$ cat config.mk
export PLATFORM = sky130hd
export DESIGN_NAME = exec_stage_unit
export DESIGN_NICKNAME = d
export VERILOG_FILES = /design/src/rtl/exec_stage_unit.sv
export SDC_FILE = /design/constraint.sdc
export NUM_CORES = 1
export LEC_CHECK = 0
export CAP_MARGIN = 20
export CORE_MARGIN = 4
export CORE_UTILIZATION = 33
export CTS_CLUSTER_SIZE = 28
export DETAILED_ROUTE_END_ITERATION = 8
export DONT_BUFFER_PORTS = 1
export GPL_TIMING_DRIVEN = 0
export HOLD_SLACK_MARGIN = 0.12
export PLACE_DENSITY_LB_ADDON = 0.2
export SYNTH_ARGS = -nofsm -noshare
export SYNTH_HDL_FRONTEND = slang
export SYNTH_SLANG_ARGS = --single-unit
export TNS_END_PERCENT = 50
$ cat constraint.sdc
create_clock -name clock -period 11.4 [get_ports clock]
set_input_delay 0.57 -clock clock [delete_from_list [all_inputs] [get_ports clock]]
set_output_delay 0.57 -clock clock [all_outputs]
set_load 0.03 [all_outputs]
$ cat src/rtl/exec_stage_unit.sv
// Execute stage: operand bypass from X/M and M/W, 32-bit ALU, branch target/compare, X/M latch.
// Optional feature macro: EXEC_BYPASS_EN (defined -> bypass network; undefined -> raw D/X operands).
module exec_stage_unit (
  input  logic        clock,
  input  logic        reset,
  input  logic [31:0] dx_ir,
  input  logic [31:0] dx_pc,
  input  logic [31:0] dx_a,
  input  logic [31:0] dx_b,
  input  logic [31:0] mw_ir,
  input  logic [31:0] mw_data,
  output logic [31:0] xm_ir,
  output logic [31:0] xm_o,
  output logic [31:0] xm_b,
  output logic        xm_ovf,
  output logic [31:0] dmem_data,
  output logic [31:0] branch_tgt,
  output logic        alu_ne,
  output logic        alu_lt
);

  localparam logic [4:0] OP_R    = 5'b00000;
  localparam logic [4:0] OP_ADDI = 5'b00101;
  localparam logic [4:0] OP_W3   = 5'b00011;
  localparam logic [4:0] OP_W21  = 5'b10101;
  localparam logic [4:0] OP_LW   = 5'b01000;
  localparam logic [4:0] OP_SW   = 5'b00111;
  localparam logic [4:0] OP_BNE  = 5'b00010;
  localparam logic [4:0] OP_BLT  = 5'b00110;

  localparam logic [4:0] ALU_ADD = 5'b00000;
  localparam logic [4:0] ALU_SUB = 5'b00001;
  localparam logic [4:0] ALU_AND = 5'b00010;
  localparam logic [4:0] ALU_OR  = 5'b00011;
  localparam logic [4:0] ALU_SLL = 5'b00100;
  localparam logic [4:0] ALU_SRA = 5'b00101;

  function automatic logic is_writer(input logic [4:0] op);
    return (op == OP_R) || (op == OP_ADDI) || (op == OP_W3) || (op == OP_W21) || (op == OP_LW);
  endfunction

  function automatic logic is_imm(input logic [4:0] op);
    return (op == OP_ADDI) || (op == OP_SW) || (op == OP_LW) || (op == OP_BNE) || (op == OP_BLT);
  endfunction

  logic [31:0] xm_ir_q, xm_ir_d;
  logic [31:0] xm_o_q, xm_o_d;
  logic [31:0] xm_b_q, xm_b_d;
  logic        xm_ovf_q, xm_ovf_d;

  logic [4:0]  dx_op, dx_rd, dx_rs, dx_rt, dx_shamt, dx_aluop, b_src;
  logic [31:0] imm_sext;

  assign dx_op    = dx_ir[31:27];
  assign dx_rd    = dx_ir[26:22];
  assign dx_rs    = dx_ir[21:17];
  assign dx_rt    = dx_ir[16:12];
  assign dx_shamt = dx_ir[11:7];
  assign dx_aluop = dx_ir[6:2];
  assign imm_sext = {{15{dx_ir[16]}}, dx_ir[16:0]};
  // Stores and branches read their second register through the rd field.
  assign b_src    = ((dx_op == OP_SW) || (dx_op == OP_BNE) || (dx_op == OP_BLT)) ? dx_rd : dx_rt;

  logic [31:0] byp_a, byp_b;

`ifdef EXEC_BYPASS_EN
  logic [4:0] xm_op, xm_rd, mw_op, mw_rd;
  logic       xm_fwd_ok, mw_fwd_ok;

  assign xm_op = xm_ir_q[31:27];
  assign xm_rd = xm_ir_q[26:22];
  assign mw_op = mw_ir[31:27];
  assign mw_rd = mw_ir[26:22];
  // A load in X/M has no data yet; the load-use stall belongs upstream.
  assign xm_fwd_ok = is_writer(xm_op) && (xm_op != OP_LW) && (xm_rd != 5'd0);
  assign mw_fwd_ok = is_writer(mw_op) && (mw_rd != 5'd0);

  always_comb begin
    byp_a = dx_a;
    byp_b = dx_b;
    if (xm_fwd_ok && (xm_rd == dx_rs))      byp_a = xm_o_q;
    else if (mw_fwd_ok && (mw_rd == dx_rs)) byp_a = mw_data;
    if (xm_fwd_ok && (xm_rd == b_src))      byp_b = xm_o_q;
    else if (mw_fwd_ok && (mw_rd == b_src)) byp_b = mw_data;
  end

  assign dmem_data = ((xm_op == OP_SW) && mw_fwd_ok && (mw_rd == xm_rd)) ? mw_data : xm_b_q;
`else
  logic unused_mw;
  assign unused_mw = ^{mw_ir, mw_data, b_src};
  assign byp_a     = dx_a;
  assign byp_b     = dx_b;
  assign dmem_data = xm_b_q;
`endif

  logic [31:0] alu_b, alu_res;
  logic [4:0]  alu_op;
  logic        alu_ovf;

  assign alu_b  = is_imm(dx_op) ? imm_sext : byp_b;
  assign alu_op = is_imm(dx_op) ? ALU_ADD : dx_aluop;

  always_comb begin
    alu_res = 32'd0;
    alu_ovf = 1'b0;
    case (alu_op)
      ALU_ADD: begin
        alu_res = byp_a + alu_b;
        alu_ovf = (byp_a[31] == alu_b[31]) && (alu_res[31] != byp_a[31]);
      end
      ALU_SUB: begin
        alu_res = byp_a - alu_b;
        alu_ovf = (byp_a[31] != alu_b[31]) && (alu_res[31] != byp_a[31]);
      end
      ALU_AND: alu_res = byp_a & alu_b;
      ALU_OR:  alu_res = byp_a | alu_b;
      ALU_SLL: alu_res = byp_a << dx_shamt;
      ALU_SRA: alu_res = $signed(byp_a) >>> dx_shamt;
      default: alu_res = 32'd0;
    endcase
  end

  assign branch_tgt = dx_pc + imm_sext;
  assign alu_ne     = (byp_a != byp_b);
  assign alu_lt     = ($signed(byp_a) < $signed(byp_b));

  assign xm_ir_d  = dx_ir;
  assign xm_o_d   = alu_res;
  assign xm_b_d   = byp_b;
  assign xm_ovf_d = alu_ovf;

  // A cleared IR decodes as add r0, so a reset latch never sources a bypass.
  always_ff @(posedge clock) begin
    if (reset) begin
      xm_ir_q  <= 32'd0;
      xm_o_q   <= 32'd0;
      xm_b_q   <= 32'd0;
      xm_ovf_q <= 1'b0;
    end else begin
      xm_ir_q  <= xm_ir_d;
      xm_o_q   <= xm_o_d;
      xm_b_q   <= xm_b_d;
      xm_ovf_q <= xm_ovf_d;
    end
  end

  assign xm_ir  = xm_ir_q;
  assign xm_o   = xm_o_q;
  assign xm_b   = xm_b_q;
  assign xm_ovf = xm_ovf_q;

endmodule

==> metrics.csv <==
stage,metric,value,unit
grt,first-pass GRT wire length,97.2,mm
critical_path,Setup crit start kind,primary input,
timing,fin crit period,5950,ps
yosys,Post-synth EDFFs,0,
grt,vias in the first global route,14134,
pwr,sw frac,48.7,%
timing,Slew headroom,23.8,%
grt,largest net degree at the start of global routing,19,
routing,metal2 WL,30.7,mm
clock_network,clock sinks,97,
timing,Final Setup Violations,0,
finish,synthesis-to-layout area growth,6.90,%
critical_path,Worst Path Required,11650,ps
hold_path,min-delay worst type,primary input to flip-flop,
yosys,most numerous cell in the Yosys netlist,nor2_1,
clock_network,post-CTS setup buffer count,0,
die,num ports,357,
placement,Post-DP HPWL,55.4,mm
critical_path,WP data arrival,6200,ps
die,row count,74,
critical_path,type of the worst setup path,primary input to flip-flop,
yosys,Netlist cell types,85,
pwr,Clk pwr share,21.0,%
pwr,net load switching power,0.733,mW
timing,Worst Slack Setup Final,5450,ps
routing,routed wire length,67.9,mm
yosys,"flops & latches, synth",97,
yosys,post-synth top area share,15.6,%
grt,final global-route overflow total,0,
clock_network,Root Buffer,clkbuf_16,
routing,iteration count of the initial detailed-routing pass,7,
grt,initial antenna violation count,0,
pwr,Pint,0.771,mW
timing,Max Fclk,168,MHz
clock_network,post_cts resized,0,
routing,Via density,6.27,
clock_network,hold buffers post-CTS,0,
yosys,YS warnings,0,
outcome,status,finished clean,
yosys,area of the mapped netlist,13900,µm²
timing,Fin. Hold Viols,0,
placement,# port buffers,0,
clock_network,H-tree depth,3,
timing,final period utilization,52.2,%
timing,final setup TNS,0,ps
die,Die X,213,µm
timing,Max Slew Vio Count,0,
yosys,synth top area cells,"ha_1 (16%), dfxtp_1 (14%), mux4_2 (8.6%)",
yosys,"Avg Cell Area, Syn",7.63,µm²
routing,wire length on met1,28.1,mm
placement,DP Worst Slack,5200,ps
clock_network,CTS tree,done,
flow_run,max-cap violations,0,
critical_path,Critical Path Fanout Max,10,
timing,RSZ-0062 raised after global routing,no,
routing,"antenna viol nets, final",0,
die,Core Area,41200,µm²
timing,Worst Max-Slew Pin Slew,1130,ps
yosys,sequential fraction of the synthesis area,14.0,%
routing,1st-iter DRT viols,1873,
placement,RD Place Congestion,1.07,
routing,routed len/inst,28.7,µm
yosys,synth cell count leaders,"nor2_1 (215), ha_1 (173), a21oi_1 (168)",
routing,Vias,14848,
pwr,sequential power share,27.2,%
pwr,Power per Cell Area,101,nW/µm²
die,Die Ht,213,µm
clock_network,Max Root-Sink Buffers,2,
yosys,main flop type after synthesis,dfxtp_1,
pwr,maximum resistive drop on vdd,0.0613,mV
grt,Total GRT Usage,29.0,%
finish,antenna cells,0,
finish,share of cells above drive strength 1,8.61,%
routing,residual DRC count,0,
clock_network,CTS Buf Count,9,
pwr,combinational power share,51.8,%
clock_network,"Reg clk slew, reported paths",80,ps
yosys,cell count after synthesis,1819,
pwr,leak pwr,6.47,nW
finish,Final #Nets,2201,
die,Initial Utilization,33.7,%
yosys,ys async rst share,0,%
yosys,Synth area leader,ha_1,
critical_path,Crit. End Element,flip-flop,
routing,Max Used Layer,met4,
routing,met3 routed WL,6.73,mm
yosys,synthesized net count,2189,
die,Die ar.,45400,µm²
-- final cells by class --
type                       count  area (µm²)
clock inverter                 6        47.5
buffer                       139         701
inverter                     149         559
fill                        4413       26400
sequential                    97        1940
clock buffer                  10         239
multi-input combinational   1434       10700
tap                          532         666
timing repair buffer           1        5.00
-- path summary, 6_finish.rpt --
| kind | start | to | cells after the start |
|---|---|---|---|
| max | dx_ir[2] | xm_o[25] | 16 |
| min | dx_ir[16] | xm_ir[16] | 2 |
-- state kept, by name, summed over array words and instances, names as in the netlist --
name       flops
dmem_data     32
xm_ir         32
xm_o          32
xm_ovf         1
-- worst max-delay path, stage by stage --
cell	delay (ps)
clkbuf_1	480
clkbuf_1	490
clkbuf_1	480
clkbuf_1	600
a21o_1	220
inv_1	60
ha_1	400
o21ai_0	150
o21ai_1	340
nand3_1	170
a2111oi_0	720
nand4bb_1	340
and3_1	340
o21ai_0	110
a31o_2	330
a31oi_1	380
-- stage by stage --
step,hold WS [ps],instances,cell area (µm²),utilization [%],total power [mW]
after floorplan,682,1819,13900,-,0.963
after global placement,687,2351,14500,35.3,1.18
after detailed placement,698,2351,14500,35.3,1.18
after CTS,252,2367,14800,36.0,1.50
after global routing,274,2368,14800,36.0,1.58
final,266,2368,14800,36.0,1.50
-- power by group through the flow --
stage          clock [mW]  combinational, mW  sequential [mW]
2_1_floorplan           0              0.550            0.414
3_3_place_gp            0              0.760            0.419
3_5_place_dp            0              0.757            0.419
4_1_cts             0.327              0.761            0.411
5_1_grt             0.337              0.833            0.412
6_report            0.315              0.779            0.410
-- cells in the final DEF, fill, tap and decap left out, types with 20 or more instances in the layout --
cell type  count
ha_1         173
nand3_1       24
buf_4         37
nand2_1       94
nand4_1       22
xnor2_1       30
o21bai_1      20
nor2b_1       37
nor2_1       215
a211oi_1      28
a21o_1        53
nor3_1        37
buf_2         20
mux2i_1       61
o22ai_1       24
o211ai_1      26
clkbuf_1      66
inv_1        147
mux4_2        53
a21oi_1      168
o21ai_0      127
dfxtp_1       97
-- cells by family (layout without fill, tap and decap cells) --
group | count (synthesis) | in the layout | share of synthesized area [%]
AOI/OAI and AO/OA | 591 | 591 | 27.8
xor gates and xnor gates | 38 | 38 | 2.40
adders and majority gates | 176 | 176 | 16.0
buffers and inverters | 288 | 305 | 9.08
DFF | 97 | 97 | 14.0
muxes | 122 | 122 | 13.7
and+or+nand+nor | 507 | 507 | 17.1
-- routing by layer --
| metal | global-route usage [%] | vias up |
|---|---|---|
| li1 | - | 6652 |
| met3 | 7.52 | 126 |
| met1 | 38.8 | 7197 |
| met5 | 0 | - |
| met4 | 9.31 | 0 |
| met2 | 45.7 | 873 |
Note: power is estimated with default switching activity, not from simulation.
